### config.mk
export PLATFORM = sky130hd
export DESIGN_NAME = lcd_controller
export DESIGN_NICKNAME = d
export VERILOG_FILES = /design/src/rtl/lcd_controller.sv
export SDC_FILE = /design/constraint.sdc
export NUM_CORES = 1
export LEC_CHECK = 0
export ABC_AREA = 1
export CORE_UTILIZATION = 45
export CTS_CLUSTER_DIAMETER = 30
export CTS_CLUSTER_SIZE = 40
export DETAILED_ROUTE_END_ITERATION = 10
export PLACE_DENSITY = 0.67
export SYNTH_ARGS = -nofsm -noshare
export SYNTH_HDL_FRONTEND = slang
export SYNTH_SLANG_ARGS = --single-unit
### constraint.sdc
create_clock -name clk_1ms -period 1.9 [get_ports clk_1ms]
set_clock_uncertainty 0.05 [all_clocks]
set_input_delay 0.19 -clock clk_1ms [delete_from_list [all_inputs] [get_ports clk_1ms]]
set_output_delay 0.19 -clock clk_1ms [all_outputs]
set_load 0.02 [all_outputs]
### src/rtl/lcd_controller.sv
// Control-path sequencer for an HD44780-style character LCD on an 8-bit bus.
// Power-up delay, four init commands, then endless two-position refresh.
module lcd_controller #(
    parameter int POWERUP_MS  = 20,
    parameter int CMD_WAIT_MS = 2,
    parameter int REFRESH_MS  = 50
) (
    input  logic       clk_1ms,
    input  logic       reset,
    output logic       data_sel,
    output logic       DB_sel,
    output logic [1:0] init_sel,
    output logic [1:0] mux_sel,
    output logic       E_out,
    output logic       RW_out,
    output logic       RS_out
);

    localparam int MAX_MS = (POWERUP_MS > CMD_WAIT_MS) ?
                            ((POWERUP_MS > REFRESH_MS) ? POWERUP_MS : REFRESH_MS) :
                            ((CMD_WAIT_MS > REFRESH_MS) ? CMD_WAIT_MS : REFRESH_MS);
    localparam int CNT_W = (MAX_MS > 1) ? $clog2(MAX_MS) : 1;

    localparam logic [CNT_W-1:0] PWR_LAST  = CNT_W'(POWERUP_MS - 1);
    localparam logic [CNT_W-1:0] WAIT_LAST = CNT_W'(CMD_WAIT_MS - 1);
    localparam logic [CNT_W-1:0] IDLE_LAST = CNT_W'(REFRESH_MS - 1);

    typedef enum logic [2:0] {
        S_POWERUP, S_SETUP, S_PULSE, S_HOLD, S_WAIT, S_IDLE
    } state_t;

    state_t           state_q, state_d;
    logic [CNT_W-1:0] cnt_q, cnt_d;
    logic [1:0]       init_idx_q, init_idx_d;
    logic [1:0]       ref_idx_q, ref_idx_d;
    logic             in_ref_q, in_ref_d;
    logic             data_sel_q, data_sel_d;
    logic             db_sel_q, db_sel_d;
    logic [1:0]       init_sel_q, init_sel_d;
    logic [1:0]       mux_sel_q, mux_sel_d;
    logic             e_q, e_d;
    logic             rs_q, rs_d;

    always_comb begin
        state_d    = state_q;
        cnt_d      = cnt_q;
        init_idx_d = init_idx_q;
        ref_idx_d  = ref_idx_q;
        in_ref_d   = in_ref_q;
        data_sel_d = data_sel_q;
        db_sel_d   = db_sel_q;
        init_sel_d = init_sel_q;
        mux_sel_d  = mux_sel_q;
        e_d        = 1'b0;
        rs_d       = rs_q;

        case (state_q)
            S_POWERUP: begin
                if (cnt_q == PWR_LAST) begin
                    state_d = S_SETUP;
                    cnt_d   = '0;
                end else begin
                    cnt_d = cnt_q + CNT_W'(1);
                end
            end
            S_SETUP: begin
                state_d = S_PULSE;
                e_d     = 1'b1;
            end
            S_PULSE: state_d = S_HOLD;
            S_HOLD: begin
                state_d  = S_WAIT;
                db_sel_d = 1'b0;
                cnt_d    = '0;
            end
            S_WAIT: begin
                if (cnt_q == WAIT_LAST) begin
                    cnt_d = '0;
                    if (!in_ref_q) begin
                        state_d = S_SETUP;
                        if (init_idx_q == 2'd3) begin
                            in_ref_d  = 1'b1;
                            ref_idx_d = 2'd0;
                        end else begin
                            init_idx_d = init_idx_q + 2'd1;
                        end
                    end else if (ref_idx_q == 2'd3) begin
                        state_d   = S_IDLE;
                        ref_idx_d = 2'd0;
                        rs_d      = 1'b0;
                    end else begin
                        state_d   = S_SETUP;
                        ref_idx_d = ref_idx_q + 2'd1;
                    end
                end else begin
                    cnt_d = cnt_q + CNT_W'(1);
                end
            end
            S_IDLE: begin
                if (cnt_q == IDLE_LAST) begin
                    state_d = S_SETUP;
                    cnt_d   = '0;
                end else begin
                    cnt_d = cnt_q + CNT_W'(1);
                end
            end
            default: state_d = S_POWERUP;
        endcase

        // Selects only move on SETUP entry, so they are settled a full cycle before E rises.
        if (state_d == S_SETUP && state_q != S_SETUP) begin
            db_sel_d   = 1'b1;
            init_sel_d = init_idx_d;
            if (in_ref_d) begin
                mux_sel_d  = ref_idx_d[0] ? 2'd2 : 2'd1;
                data_sel_d = ref_idx_d[1];
                rs_d       = ref_idx_d[0];
            end else begin
                mux_sel_d  = 2'd0;
                data_sel_d = 1'b0;
                rs_d       = 1'b0;
            end
        end
    end

    always_ff @(posedge clk_1ms or negedge reset) begin
        if (!reset) begin
            state_q    <= S_POWERUP;
            cnt_q      <= '0;
            init_idx_q <= 2'd0;
            ref_idx_q  <= 2'd0;
            in_ref_q   <= 1'b0;
            data_sel_q <= 1'b0;
            db_sel_q   <= 1'b0;
            init_sel_q <= 2'd0;
            mux_sel_q  <= 2'd0;
            e_q        <= 1'b0;
            rs_q       <= 1'b0;
        end else begin
            state_q    <= state_d;
            cnt_q      <= cnt_d;
            init_idx_q <= init_idx_d;
            ref_idx_q  <= ref_idx_d;
            in_ref_q   <= in_ref_d;
            data_sel_q <= data_sel_d;
            db_sel_q   <= db_sel_d;
            init_sel_q <= init_sel_d;
            mux_sel_q  <= mux_sel_d;
            e_q        <= e_d;
            rs_q       <= rs_d;
        end
    end

    assign data_sel = data_sel_q;
    assign DB_sel   = db_sel_q;
    assign init_sel = init_sel_q;
    assign mux_sel  = mux_sel_q;
    assign E_out    = e_q;
    assign RS_out   = rs_q;
    assign RW_out   = 1'b0;

endmodule

==> metrics.log <==
[metrics] leakage power summed over all cells: 0.000702 uW
[metrics] worst-case hold slack: 0.156 ns
[metrics] post-CTS clock slew at the launch and capture registers of the worst setup and hold paths: 0.12 ns
[metrics] width of the chip: 54.2 um
[metrics] Crit Reg-Reg Endpoint: cnt_q[4]
[metrics] startpoint of the worst setup timing path: state_q[2]
[metrics] final max-slew violation count: 0
[metrics] number of global-route vias before repair: 910
[metrics] run status: complete, no violations
[metrics] Req. time, crit path: 2.06 ns
[metrics] routability congestion estimate from global placement: 0.806
[metrics] I/O pin count: 11
[metrics] portion of the post-synthesis area used by sequential elements: 0.449
[metrics] Area Overhead vs Synth: 12.8%
[metrics] Worst-Skew Late Latency: 0.31 ns
[metrics] Area contributors post-synth: dfrtp_1, nand2_1, nand3_1
[metrics] routing usage on met1: 0.257
[metrics] starting density of the core: 0.486
[metrics] R2R setup slack: 0.32 ns
[metrics] final period demand of the worst path: 1.58 ns
[metrics] Post-CTS Setup Repair Bufs: 0
[metrics] wire length of the first global-routing pass: 3.87 mm
[metrics] flops & latches, synth: 22
[metrics] number of buffers created by CTS: 3
[metrics] count of vias placed by the detailed router: 990
[metrics] final-report hold violation count: 0
[metrics] library cell with the largest summed area after synthesis: dfrtp_1
[metrics] top library cells by usage in the layout, fill and taps aside: nand2_1, dfrtp_1, nor2_1
[metrics] H-tree lvl count: 1
[metrics] DRC violation count after routing: 0
[metrics] Root Buffer Master: clkbuf_4
[metrics] number of DRC markers after the initial detailed-route iteration: 19
[metrics] layout cells sized above 1: 0.140
[metrics] final worst-path cycle share: 0.830
[metrics] origin of the critical flop-to-flop path: state_q[2]
[metrics] Min-Delay Path Class: in -> async
[metrics] unique cell type count in the Yosys netlist: 25
[metrics] port bufs: 9
[metrics] Core Region: 2520 sq um
[metrics] area share of the largest cell type after synthesis: 0.449
[metrics] floorplan die height: 54.2 um
[metrics] post-CTS resize count: 0
[metrics] Die ar.: 2940 sq um
[metrics] M2 GR Usage: 0.287
[metrics] first drt pass iteration count: 4
[metrics] Max-cap violations: 0
[metrics] number of filler cells placed in the layout: 245
[metrics] largest net degree at the start of global routing: 23
[metrics] startpoint class of the critical path: flop
[metrics] Post-Syn Instances: 160
[metrics] highest achievable clock rate: 634 MHz
[metrics] WL per Instance: 10.8 um
[metrics] final global-route overflow total: 0
[metrics] number of nets in the final layout: 178
[metrics] met3 Track Usage GR: 0.0254
[metrics] initial antenna violation count: 0
[metrics] number of sinks driven by the clock tree: 22
[metrics] leading cell type in the layout, fill and taps excluded: nand2_1
[metrics] total track usage: 0.186
[metrics] setup repair after global routing missed its margin: false
[metrics] number of warnings printed during yosys synthesis: 0
[metrics] busiest layer in global routing: met2
[metrics] sort of element at the end of the critical path: flop
[metrics] count of inserted antenna diode cells: 0
[metrics] Total Negative Setup Slacks: 0 ns
[metrics] row count: 18
[metrics] Crit path arrival time: 1.74 ns
[metrics] final setup violation count: 0
[metrics] maximum number of buffers from clock root to sink: 2
[metrics] power per cell area: 536 nW/um^2
[metrics] clock tree from TritonCTS: done
[metrics] wire length reported by the detailed router: 2.18 mm
[metrics] post-layout total power: 742 uW
[metrics] summed instance area of the synthesized netlist: 1230 sq um
[metrics] logic depth of the worst register-to-register path: 8
[metrics] post-detail-place hpwl: 1.65 mm
[metrics] post-synthesis area per instance: 7.66 sq um
[metrics] hold buffer count at cts: 0
[metrics] maximum ir drop on the vdd rail: 0.407 mV
[metrics] synthesized netlist net count: 165
[metrics] vias per std cell: 4.90
[metrics] post-route ant nets: 0
[metrics] maximum fanout count along the critical path: 9
[metrics] critical setup path kind: reg -> reg
==> routing by layer <==
metal / routed length [um] / vias to the layer above / share of wire
met3: 67 / 5 / 0.031
met2: 1000 / 17 / 0.46
li1: - / 523 / -
met5: 0 / - / 0
met4: 40 / 0 / 0.018
met1: 1070 / 445 / 0.49
==> worst max path at each step <==
stage               cells after the start          to  slack (ns)
finish                                  8    cnt_q[4]        0.32
global placement                        9      RS_out        0.35
global route                           10      RS_out        0.10
detailed placement                      9    data_sel        0.33
floorplan                               9  mux_sel[1]        0.51
CTS                                     9    data_sel        0.31
==> critical path: stages (launching register included) <==
cell,delay (ns)
dfrtp_1,0.52
inv_1,0.11
nand3_2,0.09
nand2_1,0.07
nor2_2,0.24
inv_2,0.10
nand2_1,0.08
xor2_1,0.15
nor2_1,0.05
==> power breakdown <==
part           total (uW)  leakage [uW]  switching [uW]  internal [uW]
Clock                 260     0.0000210             143            117
Sequential            468      0.000261               0            468
Combinational        13.7      0.000420            10.5           3.14
Total                 742      0.000702             153            588
==> cell families (layout without fill, tap and decap cells) <==
logic type	count (synthesis)	after routing	share of synthesized area
AND/OR/NAND/NOR	101	101	0.391
XOR/XNOR	1	1	0.00714
AO/OA/AOI/OAI	11	11	0.0490
adder cells (fa/ha/maj)	3	3	0.0306
buffers and inverters	21	33	0.0704
other	1	1	0.00306
flip-flops	22	22	0.449
==> synthesized netlist by cell type <==
| library cell | count |
|---|---|
| a21boi_0 | 1 |
| a21oi_1 | 2 |
| buf_4 | 2 |
| clkinv_1 | 1 |
| conb_1 | 1 |
| dfrtp_1 | 22 |
| ha_1 | 3 |
| inv_1 | 13 |
| inv_2 | 5 |
| nand2_1 | 57 |
| nand2_2 | 3 |
| nand2_4 | 2 |
| nand3_1 | 11 |
| nand3_2 | 3 |
| nand4_1 | 3 |
| nor2_1 | 14 |
| nor2_2 | 4 |
| nor2_4 | 1 |
| nor2_8 | 1 |
| nor3_1 | 1 |
| o21a_1 | 1 |
| o21ai_0 | 5 |
| o21ai_1 | 2 |
| or2_1 | 1 |
| xor2_1 | 1 |
==> stage by stage <==
stage / utilization / cells / instance area, sq um / setup slack (ns)
after floorplan: - / 160 / 1230 / 0.510
after global placement: 0.534 / 198 / 1350 / 0.346
after detailed placement: 0.534 / 198 / 1350 / 0.333
after CTS: 0.548 / 202 / 1380 / 0.308
after global routing: 0.548 / 202 / 1380 / 0.103
final: 0.548 / 202 / 1380 / 0.322
==> area by class of cell <==
class	count	area [sq um]	area share
timing repair buffer	10	97.6	0.0706
tap	30	37.5	0.0271
multi-input combinational	117	589	0.426
sequential	22	551	0.398
inverter	19	71.3	0.0516
clock buffer	4	36.3	0.0262
==> state kept, by name, summed over array words and instances (netlist names) <==
| signal | cells |
|---|---|
| DB_sel | 1 |
| E_out | 1 |
| RS_out | 1 |
| cnt_q | 6 |
| data_sel | 1 |
| in_ref_q | 1 |
| init_idx_q | 2 |
| init_sel | 2 |
| mux_sel | 2 |
| ref_idx_q | 2 |
| state_q | 3 |
No activity file was read; power rests on OpenSTA's default activity.
